## src/rtl/bcd_mod_counter_pkg.sv

```systemverilog
// Shared definitions for the two-digit BCD modulo counter.
//   BCD_W     : width of one BCD digit
//   bcd2_t    : packed {tens, ones} pair, the counter state
//   bcd_valid : true when a 4-bit code is a legal BCD digit (0..9)
package bcd_mod_counter_pkg;

   localparam int BCD_W = 4;

   typedef struct packed {
      logic [BCD_W-1:0] tens;
      logic [BCD_W-1:0] ones;
   } bcd2_t;

   function automatic logic bcd_valid(input logic [BCD_W-1:0] digit);
      return digit <= BCD_W'(9);
   endfunction

endpackage

```

## src/rtl/bcd_mod_counter_if.sv

```systemverilog
// Control/data bundle between the counter and its user.
//   master : drives en, up_dn, clr, load, load_tens, load_ones;
//            observes bcd_tens, bcd_ones, tick, carry
//   slave  : the counter side (inverse directions)
interface bcd_mod_counter_if;
   import bcd_mod_counter_pkg::*;

   logic             en;
   logic             up_dn;
   logic             clr;
   logic             load;
   logic [BCD_W-1:0] load_tens;
   logic [BCD_W-1:0] load_ones;
   logic [BCD_W-1:0] bcd_tens;
   logic [BCD_W-1:0] bcd_ones;
   logic             tick;
   logic             carry;

   modport master (
      output en, up_dn, clr, load, load_tens, load_ones,
      input  bcd_tens, bcd_ones, tick, carry
   );

   modport slave (
      input  en, up_dn, clr, load, load_tens, load_ones,
      output bcd_tens, bcd_ones, tick, carry
   );

endinterface

```

## src/rtl/bcd_mod_counter_tick_gen.sv

```systemverilog
// Prescaler: free-running 0..TICK_DIV-1 counter producing a registered
// one-clock tick. The tick rises on the cycle after the count reaches
// TICK_DIV-1, so the first tick comes TICK_DIV clocks after reset/restart.
//   clk     : system clock
//   rst_n   : async active-low reset
//   restart : synchronous return to count 0, tick low
//   tick    : one-cycle pulse every TICK_DIV clocks
module tick_gen #(
   parameter int TICK_DIV = 50_000_000
) (
   input  logic clk,
   input  logic rst_n,
   input  logic restart,
   output logic tick
);

   localparam int CW = (TICK_DIV > 2) ? $clog2(TICK_DIV) : 1;
   localparam logic [CW-1:0] LAST = CW'(TICK_DIV - 1);

   logic [CW-1:0] cnt_q;

   always_ff @(posedge clk or negedge rst_n) begin
      if (!rst_n) begin
         cnt_q <= '0;
         tick  <= 1'b0;
      end else if (restart) begin
         cnt_q <= '0;
         tick  <= 1'b0;
      end else begin
         tick  <= (cnt_q == LAST);
         cnt_q <= (cnt_q == LAST) ? '0 : cnt_q + CW'(1);
      end
   end

endmodule

```

## src/rtl/bcd_mod_counter.sv

```systemverilog
// Two-digit BCD modulo counter (00..MODULO-1) with prescaled count tick,
// up/down stepping with wrap, one-cycle carry/borrow pulse, synchronous
// clear and validated parallel load.
//   clk   : system clock, rising edge
//   rst_n : async active-low reset
//   bus   : slave side of bcd_mod_counter_if
//           (en, up_dn, clr, load, load_tens, load_ones in;
//            bcd_tens, bcd_ones, tick, carry out)
// Priority: clr > load > (tick & en) step > hold.
module bcd_mod_counter
   import bcd_mod_counter_pkg::*;
#(
   parameter int TICK_DIV = 50_000_000,
   parameter int MODULO   = 60
) (
   input  logic               clk,
   input  logic               rst_n,
   bcd_mod_counter_if.slave   bus
);

   localparam logic [BCD_W-1:0] MOD_TENS = BCD_W'((MODULO - 1) / 10);
   localparam logic [BCD_W-1:0] MOD_ONES = BCD_W'((MODULO - 1) % 10);
   localparam bcd2_t            TOP_VAL  = '{tens: MOD_TENS, ones: MOD_ONES};

   logic  tick_w;
   bcd2_t cnt_q;
   logic  carry_q;

   // clr also restarts the prescaler so the next tick is a full period away
   tick_gen #(.TICK_DIV(TICK_DIV)) u_tick_gen (
      .clk     (clk),
      .rst_n   (rst_n),
      .restart (bus.clr),
      .tick    (tick_w)
   );

   // Load validation: bad digits or an out-of-range value load 00
   logic [7:0] ld_val;
   logic       ld_ok;
   bcd2_t      ld_cnt;

   always_comb begin
      ld_val = 8'(bus.load_tens) * 8'd10 + 8'(bus.load_ones);
      ld_ok  = bcd_valid(bus.load_tens) && bcd_valid(bus.load_ones) &&
               (ld_val < 8'(MODULO));
      ld_cnt = ld_ok ? bcd2_t'{tens: bus.load_tens, ones: bus.load_ones} : '0;
   end

   // Next value for a tick step; wrap flags the carry/borrow
   bcd2_t step_val;
   logic  step_wrap;

   always_comb begin
      step_val  = cnt_q;
      step_wrap = 1'b0;
      if (bus.up_dn) begin
         if (cnt_q == TOP_VAL) begin
            step_val  = '0;
            step_wrap = 1'b1;
         end else if (cnt_q.ones == BCD_W'(9)) begin
            step_val.ones = '0;
            step_val.tens = cnt_q.tens + BCD_W'(1);
         end else begin
            step_val.ones = cnt_q.ones + BCD_W'(1);
         end
      end else begin
         if (cnt_q == '0) begin
            step_val  = TOP_VAL;
            step_wrap = 1'b1;
         end else if (cnt_q.ones == '0) begin
            step_val.ones = BCD_W'(9);
            step_val.tens = cnt_q.tens - BCD_W'(1);
         end else begin
            step_val.ones = cnt_q.ones - BCD_W'(1);
         end
      end
   end

   // carry is a one-cycle pulse aligned with the first cycle of the wrapped value
   always_ff @(posedge clk or negedge rst_n) begin
      if (!rst_n) begin
         cnt_q   <= '0;
         carry_q <= 1'b0;
      end else begin
         carry_q <= 1'b0;
         if (bus.clr) begin
            cnt_q <= '0;
         end else if (bus.load) begin
            cnt_q <= ld_cnt;
         end else if (tick_w && bus.en) begin
            cnt_q   <= step_val;
            carry_q <= step_wrap;
         end
      end
   end

   assign bus.bcd_tens = cnt_q.tens;
   assign bus.bcd_ones = cnt_q.ones;
   assign bus.tick     = tick_w;
   assign bus.carry    = carry_q;

endmodule

```

## src/flat_wrapper.sv

```systemverilog
// flat-port wrapper written by rule: the top's interface ports become plain ports
module bcd_mod_counter_flat import bcd_mod_counter_pkg::*;
#(
   parameter int TICK_DIV = 50_000_000,
   parameter int MODULO   = 60
)
  (clk, rst_n, bus_en, bus_up_dn, bus_clr, bus_load, bus_load_tens, bus_load_ones, bus_bcd_tens, bus_bcd_ones, bus_tick, bus_carry);
  bcd_mod_counter_if bus_i ();
  input  logic clk;
  input  logic rst_n;
  input wire logic [$bits(bus_i.en)-1:0] bus_en;
  input wire logic [$bits(bus_i.up_dn)-1:0] bus_up_dn;
  input wire logic [$bits(bus_i.clr)-1:0] bus_clr;
  input wire logic [$bits(bus_i.load)-1:0] bus_load;
  input wire logic [$bits(bus_i.load_tens)-1:0] bus_load_tens;
  input wire logic [$bits(bus_i.load_ones)-1:0] bus_load_ones;
  output wire logic [$bits(bus_i.bcd_tens)-1:0] bus_bcd_tens;
  output wire logic [$bits(bus_i.bcd_ones)-1:0] bus_bcd_ones;
  output wire logic [$bits(bus_i.tick)-1:0] bus_tick;
  output wire logic [$bits(bus_i.carry)-1:0] bus_carry;
  assign bus_i.en = bus_en;
  assign bus_i.up_dn = bus_up_dn;
  assign bus_i.clr = bus_clr;
  assign bus_i.load = bus_load;
  assign bus_i.load_tens = bus_load_tens;
  assign bus_i.load_ones = bus_load_ones;
  assign bus_bcd_tens = bus_i.bcd_tens;
  assign bus_bcd_ones = bus_i.bcd_ones;
  assign bus_tick = bus_i.tick;
  assign bus_carry = bus_i.carry;
  bcd_mod_counter #(.TICK_DIV(TICK_DIV), .MODULO(MODULO)) u_core (.clk(clk), .rst_n(rst_n), .bus(bus_i));
endmodule
```

## config.mk

```make
export PLATFORM = sky130hd
export DESIGN_NAME = bcd_mod_counter_flat
export DESIGN_NICKNAME = d
export VERILOG_FILES = /design/src/rtl/bcd_mod_counter_pkg.sv /design/src/rtl/bcd_mod_counter_if.sv /design/src/rtl/bcd_mod_counter_tick_gen.sv /design/src/rtl/bcd_mod_counter.sv /design/src/flat_wrapper.sv
export SDC_FILE = /design/constraint.sdc
export NUM_CORES = 1
export LEC_CHECK = 0
export CORE_ASPECT_RATIO = 0.5
export CORE_UTILIZATION = 35
export CTS_CLUSTER_DIAMETER = 150
export DETAILED_ROUTE_END_ITERATION = 7
export SYNTH_ARGS = -nofsm -noshare
export SYNTH_HDL_FRONTEND = slang
export SYNTH_SLANG_ARGS = --single-unit
```

## constraint.sdc

```tcl
create_clock -name clk -period 1.8 [get_ports clk]
set_clock_uncertainty 0.05 [all_clocks]
set_input_delay 0.36 -clock clk [delete_from_list [all_inputs] [get_ports clk]]
set_output_delay 0.36 -clock clk [all_outputs]
set_load 0.005 [all_outputs]
```

==> run metrics <==
row cnt=21; number of global-route vias before repair=2302; Synth Register Bits=36; syn avg cell area=9.35 um^2; pwr dens=626 mW/mm^2; net count after synthesis=294; Area Growth Syn to Fin=46.1%; RD Place Congestion=0.892; setup violators final=8; VDD IR max=0.401 mV; largest net degree at the start of global routing=37; Lkg Pwr=1.58 nW; Sequential Power Share=36.9%; Data arrival, critical path=2300 ps; 1st-iter DRT viols=84; Final nets=383; largest cells by area after synthesis=dfrtp_1, ha_1, xor2_1; RSZ-0062 raised after global routing=yes; crit path kind=in -> reg; Synth Warn #=0; reg2reg start=u_core.bus.bcd_ones[0]; final worst slack=-365 ps; DRT Pass-1 Iters=4; Synth cell types=57; Setup crit start kind=primary input; fin. max-slew vios=0; PortBufs=23; cell count after synthesis=265; Synth area leader=dfrtp_1; Post-synth ARST share=100%; Post-DP HPWL=4680 um; CTS Buffer Depth=2; first-pass GRT wire length=10700 um; ant diodes=0; post-route ant nets=0; Setup crit end kind=flop; internal power=1.69 mW; final non-filler cell area=0.00362 mm^2; height of the die=61.5 um; EDFF count, synth=0; Synth Cell Area=0.00248 mm^2; crit path time final=2170 ps; Max Cap Viol=0; Critical Path Fanout Max=5; final wirelength=6580 um; H-tree levels=2; antenna violations before repair=0; DP Cell Count=434; share of the synthesized area in the top cell type=36.4%; cell with the most instances after synthesis=dfrtp_1; R2R Setup Slk=-80 ps; Pwr Total=2.26 mW; global-route usage over all layers=18.6%; area of the core=0.00675 mm^2; boundary pin count=24; violated checks=setup timing; Comb pwr share=19.8%; clock slew at reported path FFs=60 ps; Worst Max-Slew Pin Slew=472 ps; WL/cell=14.7 um; most frequent cells after synthesis=dfrtp_1, nor2_1, nand2_1; Initial Utilization=36.7%; run status=complete, but fails checks; Area after DPL=0.00328 mm^2; period utilisation layout=120%; origin of the worst setup path=bus_load_tens[3]; register area share after synthesis=36.4%; DRC viols=0; Fillers=592; Hold Path Class=in -> async; Fin. Hold Viols=0; Rel. slew slack=68.5%; gr ovfl total=0; total clock sinks=36; setup TNS=-2640 ps; TritonCTS Buffers=5; switching share of power=25.3%; CP Data Required Time=1930 ps; share of cells above drive strength 1=33.5%; clock root buffer=clkbuf_16; CTS tree=done; Hold WS=456 ps; switching power=0.573 mW; via count normalized by instance count=5.18; die area=0.00744 mm^2; latest clock arrival within the worst-skew pair=280 ps; Most used DFF post-synth=dfrtp_1; Vias=2316; Finished Layout Cells=447; Die Span X=121 um; clock power share=43.3%; Max Freq=462 MHz
power by group through the flow:
| stage | logic, mW | clock network (mW) | registers [mW] |
|---|---|---|---|
| 2_1_floorplan | 0.188 | 0 | 0.852 |
| 3_3_place_gp | 0.370 | 0 | 0.848 |
| 3_5_place_dp | 0.383 | 0 | 0.849 |
| 4_1_cts | 0.418 | 0.995 | 0.835 |
| 5_1_grt | 0.485 | 1.04 | 0.837 |
| 6_report | 0.448 | 0.981 | 0.836 |
registers in the layout, summed over array words and instances, names as in the netlist:
register and count:
u_core.bus.bcd_ones 4, u_core.u_tick_gen.tick 1, u_core.bus.carry 1, u_core.u_tick_gen.cnt_q 26, u_core.bus.bcd_tens 4
worst max-delay path, cell delays in order:
cell and delay (ps):
buf_8 100, ha_4 240, ha_4 150, fa_2 550, nand2_2 60, o21bai_4 170
a211oi_4 240, nand2_2 160, o32ai_2 260
metal layers:
metal	routed length, um	GRT usage [%]	vias to the layer above
met5	0	0	-
met4	99	6.35	0
met3	119	2.50	11
met2	3400	35.9	32
met1	2970	22.0	1137
li1	-	-	1136
through the flow:
step           util (%)  worst slack [ps]
2_1_floorplan         -              -533
3_3_place_gp       48.6             -1040
3_5_place_dp       48.6             -1140
4_1_cts            52.5              -358
5_1_grt            53.6              -429
6_report           53.6              -365
cell usage in the layout, fill, tap and decap left out, types with 7 or more instances in the layout:
| cell | synthesis | final |
|---|---|---|
| nand4_1 | 7 | 7 |
| xor2_1 | 17 | 17 |
| clkdlybuf4s50_1 | 0 | 17 |
| ha_1 | 13 | 8 |
| nand2_1 | 22 | 19 |
| o21ai_0 | 10 | 7 |
| dfrtp_1 | 36 | 36 |
| xnor2_1 | 9 | 8 |
| inv_1 | 12 | 11 |
| nor2_1 | 35 | 35 |
| nand3_1 | 18 | 18 |
| buf_4 | 0 | 65 |
final timing paths:
| check | endpoint | depth (start not counted) |
|---|---|---|
| max in group asynchronous | u_core.bus.bcd_tens[2] | 2 |
| setup / recovery | u_core.bus.bcd_tens[1] | 9 |
| setup reg to reg | u_core.bus.bcd_ones[2] | 7 |
| min in group clk | u_core.bus.bcd_tens[1] | 4 |
| hold / removal | u_core.u_tick_gen.cnt_q[1] | 2 |
| hold reg to reg | u_core.u_tick_gen.cnt_q[0] | 2 |
cells by family (layout without fill, tap and decap cells):
kind of cell             Yosys count  in the layout  synth area share (%)
AO/OA/AOI/OAI                     43             44                  13.2
XOR/XNOR                          26             26                  9.19
adder cells (fa/ha/maj)           15             15                  8.18
buffers and inverters             20            109                  3.79
flip-flops                        36             36                  36.4
multiplexers                       2              2                 0.859
AND/OR/NAND/NOR                  123            123                  28.4
layout make-up:
cell class                 instances  area [um^2]  area share, %
clock buffer                       6          129           3.56
clock inverter                     2         35.0          0.968
inverter                          12         45.0           1.24
multi-input combinational        210         1660           45.9
sequential                        36          901           24.9
tap                               92          115           3.18
timing repair buffer              89          732           20.2
timing repair:
action | in CTS | in global routing
pin swaps | 24 | 3
setup endpoints to repair | 33 | 30
setup buffers | 2 | 2
hold buffers | 0 | 0
gates cloned | 1 | 0
resized for setup | 38 | 8
hold endpoints to repair | 0 | 0
(Power assumes the default switching activity.)
